===== src/rtl/rst_seq_pkg.sv =====
`default_nettype none
// ============================================================================
// Module   : rst_seq_pkg
// Brief    : Shared types, width helpers and parameter-range checks for the
//            reset sequencer.
// Revision : 1.0 - initial release
// ============================================================================
package rst_seq_pkg;

  typedef enum logic [1:0] {
    ST_HOLD    = 2'd0,
    ST_RELEASE = 2'd1,
    ST_DONE    = 2'd2
  } rst_seq_state_e;

  // The timer serves both the hold window and the stage gap.
  function automatic int tmr_width(input int hold, input int gap);
    int m;
    m = (hold > gap) ? hold : gap;
    return $clog2(m + 1);
  endfunction

  function automatic int idx_width(input int n);
    return (n > 1) ? $clog2(n) : 1;
  endfunction

endpackage

`define RST_SEQ_PARAM_MIN(LBL, VAL, MIN) \
  if ((VAL) < (MIN)) begin : LBL \
    $error("rst_seq: parameter below legal minimum"); \
  end

`default_nettype wire


===== src/rtl/rst_seq_timer.sv =====
`default_nettype none
// ============================================================================
// Module   : rst_seq_timer
// Brief    : Clearable saturating up-counter with compare-to-limit expiry.
// Revision : 1.0 - initial release
// ============================================================================
module rst_seq_timer #(
  parameter int WIDTH = 2
) (
  input  logic             clk,
  input  logic             rst,
  input  logic             i_clr,
  input  logic [WIDTH-1:0] i_limit,
  output logic             o_expired
);

  logic [WIDTH-1:0] r_count;

  always_ff @(posedge clk) begin
    if (rst || i_clr) begin
      r_count <= '0;
    end else if (r_count != '1) begin
      r_count <= r_count + 1'b1;
    end
  end

  assign o_expired = (r_count >= i_limit);

endmodule
`default_nettype wire


===== src/rtl/rst_seq_gen.sv =====
`default_nettype none
// ============================================================================
// Module   : rst_seq_gen
// Brief    : Multi-domain reset sequencer: hold all domains, then release them
//            in order; software may re-sequence via sw_req/sw_ack.
//            Optional monitor and assertions: define RST_SEQ_CHECK_EN.
// Revision : 1.0 - initial release
// ============================================================================
module rst_seq_gen
  import rst_seq_pkg::*;
#(
  parameter int HOLD_CYCLES = 3,
  parameter int NUM_STAGES  = 2,
  parameter int STAGE_GAP   = 2
) (
  input  logic                  clk,
  input  logic                  rst,
  input  logic                  sw_req,
  output logic                  sw_ack,
  output logic [NUM_STAGES-1:0] rst_out,
  output logic                  done,
  output logic                  err
);

  `RST_SEQ_PARAM_MIN(g_bad_hold, HOLD_CYCLES, 1)
  `RST_SEQ_PARAM_MIN(g_bad_stages, NUM_STAGES, 1)
  `RST_SEQ_PARAM_MIN(g_bad_gap, STAGE_GAP, 1)

  localparam int c_tw = tmr_width(HOLD_CYCLES, STAGE_GAP);
  localparam int c_sw = idx_width(NUM_STAGES);
  localparam logic [c_tw-1:0] c_hold_lim = c_tw'(HOLD_CYCLES - 1);
  localparam logic [c_tw-1:0] c_gap_lim  = c_tw'(STAGE_GAP - 1);
  localparam logic [c_sw-1:0] c_last     = c_sw'(NUM_STAGES - 1);

  rst_seq_state_e        r_state;
  logic [NUM_STAGES-1:0] r_rst_out;
  logic [c_sw-1:0]       r_stage;
  logic                  r_done;
  logic                  r_sw_ack;
  logic                  w_tmr_clr;
  logic                  w_tmr_exp;
  logic [c_tw-1:0]       w_tmr_lim;

  assign w_tmr_lim = (r_state == ST_HOLD) ? c_hold_lim : c_gap_lim;
  // Idle in DONE so every new sequence starts from zero.
  assign w_tmr_clr = (r_state == ST_DONE) || w_tmr_exp;

  rst_seq_timer #(
    .WIDTH (c_tw)
  ) u_timer (
    .clk       (clk),
    .rst       (rst),
    .i_clr     (w_tmr_clr),
    .i_limit   (w_tmr_lim),
    .o_expired (w_tmr_exp)
  );

  // Shifting left clears the lowest still-asserted domain, keeping release order.
  always_ff @(posedge clk) begin
    if (rst) begin
      r_state   <= ST_HOLD;
      r_rst_out <= '1;
      r_stage   <= '0;
      r_done    <= 1'b0;
      r_sw_ack  <= 1'b0;
    end else begin
      r_sw_ack <= 1'b0;
      case (r_state)
        ST_HOLD: begin
          if (w_tmr_exp) begin
            r_rst_out <= r_rst_out << 1;
            r_stage   <= c_sw'(1);
            if (NUM_STAGES == 1) begin
              r_state <= ST_DONE;
              r_done  <= 1'b1;
            end else begin
              r_state <= ST_RELEASE;
            end
          end
        end
        ST_RELEASE: begin
          if (w_tmr_exp) begin
            r_rst_out <= r_rst_out << 1;
            if (r_stage == c_last) begin
              r_state <= ST_DONE;
              r_done  <= 1'b1;
            end else begin
              r_stage <= r_stage + 1'b1;
            end
          end
        end
        ST_DONE: begin
          if (sw_req) begin
            r_sw_ack  <= 1'b1;
            r_rst_out <= '1;
            r_done    <= 1'b0;
            r_state   <= ST_HOLD;
          end
        end
        default: r_state <= ST_HOLD;
      endcase
    end
  end

  assign sw_ack  = r_sw_ack;
  assign rst_out = r_rst_out;
  assign done    = r_done;

`ifdef RST_SEQ_CHECK_EN
  logic r_err;
  logic w_order_bad;

  // Watches the port itself so anything overriding the outputs is caught.
  if (NUM_STAGES > 1) begin : g_order
    assign w_order_bad = |(~rst_out[NUM_STAGES-1:1] & rst_out[NUM_STAGES-2:0]);
  end else begin : g_order_na
    assign w_order_bad = 1'b0;
  end

  always_ff @(posedge clk) begin
    if (rst) begin
      r_err <= 1'b0;
    end else if (((r_state == ST_DONE) && (|rst_out) && !r_sw_ack) || w_order_bad) begin
      r_err <= 1'b1;
    end
  end

  assign err = r_err;

  property p_hold_then_release;
    @(posedge clk) disable iff (rst)
      ($fell(rst) || r_sw_ack) |-> r_rst_out[0] [*HOLD_CYCLES] ##1 !r_rst_out[0];
  endproperty
  a_hold_then_release: assert property (p_hold_then_release);

  property p_done_all_low;
    @(posedge clk) disable iff (rst) r_done |-> (r_rst_out == '0);
  endproperty
  a_done_all_low: assert property (p_done_all_low);
`else
  assign err = 1'b0;
`endif

endmodule
`default_nettype wire


===== config.mk =====
export PLATFORM = sky130hd
export DESIGN_NAME = rst_seq_gen
export DESIGN_NICKNAME = d
export VERILOG_FILES = /design/src/rtl/rst_seq_pkg.sv /design/src/rtl/rst_seq_timer.sv /design/src/rtl/rst_seq_gen.sv
export SDC_FILE = /design/constraint.sdc
export NUM_CORES = 1
export LEC_CHECK = 0
export CORE_AREA = 2 2 39 41
export DETAILED_ROUTE_END_ITERATION = 16
export DIE_AREA = 0 0 41 43
export GPL_TIMING_DRIVEN = 1
export HOLD_SLACK_MARGIN = 0.06
export SLEW_MARGIN = 25
export SYNTH_ARGS = -nofsm -noshare
export SYNTH_HDL_FRONTEND = slang
export SYNTH_SLANG_ARGS = --single-unit

===== constraint.sdc =====
create_clock -name clk -period 2.35 [get_ports clk]
set_clock_uncertainty 0.05 [all_clocks]
set_input_delay 0.705 -clock clk [delete_from_list [all_inputs] [get_ports clk]]
set_output_delay 0.705 -clock clk [all_outputs]
set_load 0.05 [all_outputs]

==> results_tabular.tex, run 1 <==
\begin{tabular}{lr}
\hline
Metric & Value \\
\hline
\multicolumn{2}{l}{\textbf{CTS}} \\
\quad Root Driver & clkbuf\_4 \\
\quad Worst-path clk slew & 0.06 ns \\
\quad Total number of H-tree levels & 1 \\
\quad PostCTS Resize Cnt & 0 \\
\quad Clock tree from TritonCTS & done \\
\quad Number of buffers added to fix hold violations after cts & 0 \\
\quad Maximum number of buffers from clock root to sink & 2 \\
\quad Number of buffers created by CTS & 3 \\
\quad Clock latency of the later-clocked register in the worst-skew pair & 0.26 ns \\
\quad Clock sink count & 9 \\
\quad Setup Buffers After CTS & 0 \\
\multicolumn{2}{l}{\textbf{Drt}} \\
\quad Detailed-route wire length & 691 µm \\
\quad Routed wire length on met3 & 17 µm \\
\quad First DRT Iteration DRCs & 8 \\
\quad Avg Vias per Cell & 4.85 \\
\quad Total length of routed met2 wires & 313 µm \\
\quad Number of nets with antenna violations after routing & 0 \\
\quad Number of search-and-repair iterations in the first detailed-routing pass & 4 \\
\quad Top Metal Used & met3 \\
\quad Total vias in the final route & 325 \\
\quad DRC viols & 0 \\
\quad Met1 WL & 360 µm \\
\quad Mean routed wirelength per cell & 10.3 µm \\
\multicolumn{2}{l}{\textbf{Synth}} \\
\quad Top-area cell type share of the netlist area & 0.413 \\
\quad YS warnings & 0 \\
\quad Number of nets produced by synthesis & 50 \\
\quad Cell types occupying the most area after synthesis & dfxtp\_1 41\%, ha\_1 8.6\%, mux2i\_1 4.6\% \\
\quad Number of synthesized register bits & 9 \\
\quad Number of enable flip-flop cells after synthesis & 0 \\
\quad Leading area contributor after synthesis & dfxtp\_1 \\
\quad Primary FF master, synth & dfxtp\_1 \\
\quad Cell variety after synth & 27 \\
\quad Share of synthesized area occupied by flip-flops and latches & 0.413 \\
\quad Synth Cell Area & 437 µm² \\
\quad Mapped Avg Cell Area & 9.92 µm² \\
\quad Most frequent cell after synthesis & dfxtp\_1 \\
\quad Number of standard cells after synthesis & 44 \\
\quad Fraction of registers with async set/reset & 0 \\
\quad Top cell types by occurrence after synthesis & 9 x dfxtp\_1, 3 x ha\_1 \\
\multicolumn{2}{l}{\textbf{Cells and area}} \\
\quad Syn-to-layout area delta & 20.6\% \\
\quad Layout Nets & 58 \\
\quad Final design area excluding fillers & 527 µm² \\
\quad Layout cell share with drive strength beyond 1 & 0.157 \\
\quad N\_diodes & 0 \\
\quad Share of the core filled with cells in the final layout & 0.381 \\
\multicolumn{2}{l}{\textbf{STA}} \\
\quad Unrepaired setup endpoints after global routing & no \\
\quad Max Freq & 463 MHz \\
\quad Normalized max-slew margin & 0.645 \\
\quad Setup violation total in the final timing report & 0 \\
\quad Part of the cycle the worst path needs & 0.919 \\
\quad Min Tclk post-route & 2.16 ns \\
\quad Max Transition Viols Final & 0 \\
\quad Summed negative setup slack over all endpoints & 0 ns \\
\quad Worst-margin pin slew & 0.532 ns \\
\quad Final Hold Vio Count & 0 \\
\multicolumn{2}{l}{\textbf{Status}} \\
\quad Status & completed \\
\multicolumn{2}{l}{\textbf{Pwr}} \\
\quad Internal power of the cells & 426 µW \\
\quad Switching power total & 264 µW \\
\quad Share of total power in sequential cells & 0.329 \\
\quad Clock power frac & 0.172 \\
\quad Peak supply drop & 662 µV \\
\quad Pwr dens & 1310 mW/mm² \\
\quad LEAKAGE & 0.000218 µW \\
\quad Proportion of total power due to net switching & 0.383 \\
\quad Power share of the combinational group & 0.500 \\
\multicolumn{2}{l}{\textbf{Placement}} \\
\quad Number of buffers added on ports & 6 \\
\quad Post-Place Cell Area & 500 µm² \\
\quad DP HPWL & 503 µm \\
\quad Final weighted congestion in routability-driven placement & 0.688 \\
\multicolumn{2}{l}{\textbf{Floorplan}} \\
\quad Area of the die & 0.00176 mm² \\
\quad Cell Rows & 14 \\
\quad Area inside the core boundary & 0.00138 mm² \\
\quad Initial core utilization & 0.316 \\
\quad Count of boundary I/O pins & 8 \\
\quad Floorplan die width & 41 µm \\
\quad Height of the chip & 43 µm \\
\multicolumn{2}{l}{\textbf{Global route}} \\
\quad Total grt overflow & 0 \\
\quad Total Routing Usage GR & 0.100 \\
\quad Number of global-route vias before repair & 310 \\
\quad Initial antenna violation count & 0 \\
\quad Largest net degree at the start of global routing & 11 \\
\quad Wire length of the first global-routing pass & 1190 µm \\
\multicolumn{2}{l}{\textbf{Setup path}} \\
\quad Critical path's slowest cell & clkdlybuf4s50\_1 \\
\quad WP data arrival & 1.41 ns \\
\quad Worst setup slack for register-to-register paths & 0.55 ns \\
\quad Ordered cell list for the critical path & clkdlybuf4s50\_1 \\
\quad Kind of end point of the critical path & output pin \\
\quad Launching element type of the critical path & register \\
\quad Number of buffer and inverter instances along the worst setup path & 1 \\
\quad Highest fanout seen on the critical path & 3 \\
\quad Req. time, crit path & 1.59 ns \\
\quad Largest stage delay, worst path & 0.81 ns \\
\quad Dominant delay contributor by cell family on the critical path & buffers and inverters \\
\quad Critical path start-end classification & register to output pin \\
\multicolumn{2}{l}{\textbf{Run}} \\
\quad Number of max-cap violations & 0 \\
\multicolumn{2}{l}{\textbf{Worst hold path}} \\
\quad Worst hold-check path type & register to register \\
\hline
\end{tabular}
logic make-up after synthesis:
kind of cell / count (synthesis) / share of synthesized area
buffers and inverters: 5 / 0.0544
AO/OA/AOI/OAI: 9 / 0.178
AND/OR/NAND/NOR: 14 / 0.195
multiplexers: 2 / 0.0458
flip-flops: 9 / 0.413
adder cells (fa/ha/maj): 3 / 0.0860
other: 1 / 0.00859
XOR/XNOR: 1 / 0.0201
metrics by stage:
| stage | instances | hold WS (ns) | setup slack (ns) | total power, µW |
|---|---|---|---|---|
| floorplan | 44 | 0.377 | 0.661 | 510 |
| global placement | 63 | 0.396 | 0.463 | 572 |
| detailed placement | 63 | 0.402 | 0.459 | 572 |
| CTS | 67 | 0.406 | 0.175 | 696 |
| global route | 67 | 0.435 | 0.151 | 744 |
| finish | 67 | 0.412 | 0.190 | 690 |
flip-flops by register name, summed over array words and instances, names as in the netlist:
signal and count:
r_state 2, rst_out 2, u_timer.r_count 2, done 1, r_stage 1, sw_ack 1
area by class of cell:
cell class	count	area [µm²]
multi-input cells	30	233
clock buffers	4	26.3
inverters	2	7.51
flip-flops and latches	9	180
fillers	151	857
well taps	16	20.0
repair buffers	6	60.1
cells in the final DEF, fill, tap and decap left out, drive strengths merged:
cell and count:
dfxtp 9, clkdlybuf4s50 6, clkbuf 4, ha 3
inv 2, a21oi 2, a211oi 2, nand2 2
mux2i 2, nor2 2, nor4 2, nand2b 2
or2 1, nor2b 1, and2 1, or3b 1
o21ba 1, nand3 1, nor3 1, a221o 1
a21o 1, xor2 1, a2111oi 1, a221oi 1
conb 1
power by group through the flow:
stage / Combinational, µW / Clock (µW) / Sequential, µW
3_5_place_dp: 342 / 0 / 230
6_report: 344 / 118 / 227
4_1_cts: 348 / 122 / 227
2_1_floorplan: 239 / 0 / 270
3_3_place_gp: 342 / 0 / 230
5_1_grt: 384 / 129 / 231
layer usage:
metal	GRT usage	vias up
li1	-	172
met5	0	-
met4	0.0600	0
met3	0.0314	0
met1	0.144	146
met2	0.125	7
path summary, 6_finish.rpt:
kind,start,to,depth (start not counted)
hold / removal,r_state[1],r_state[0],1
setup reg to reg,r_state[0],rst_out[1],5
hold reg to reg,r_state[1],r_state[0],1
setup / recovery,rst_out[0],rst_out[0],1
No activity file was read; power rests on OpenSTA's default activity.
==> run 2: changes to the inputs <==
CTS_CLUSTER_SIZE = 20   (was not set)
==> results of run 2 <==
Final layout, timing and power as in run 1 (identical DEF).
==> run 3: changes to the inputs <==
GPL_TIMING_DRIVEN = not set   (was 1)
==> results of run 3 <==
Final layout, timing and power as in run 1 (identical DEF).
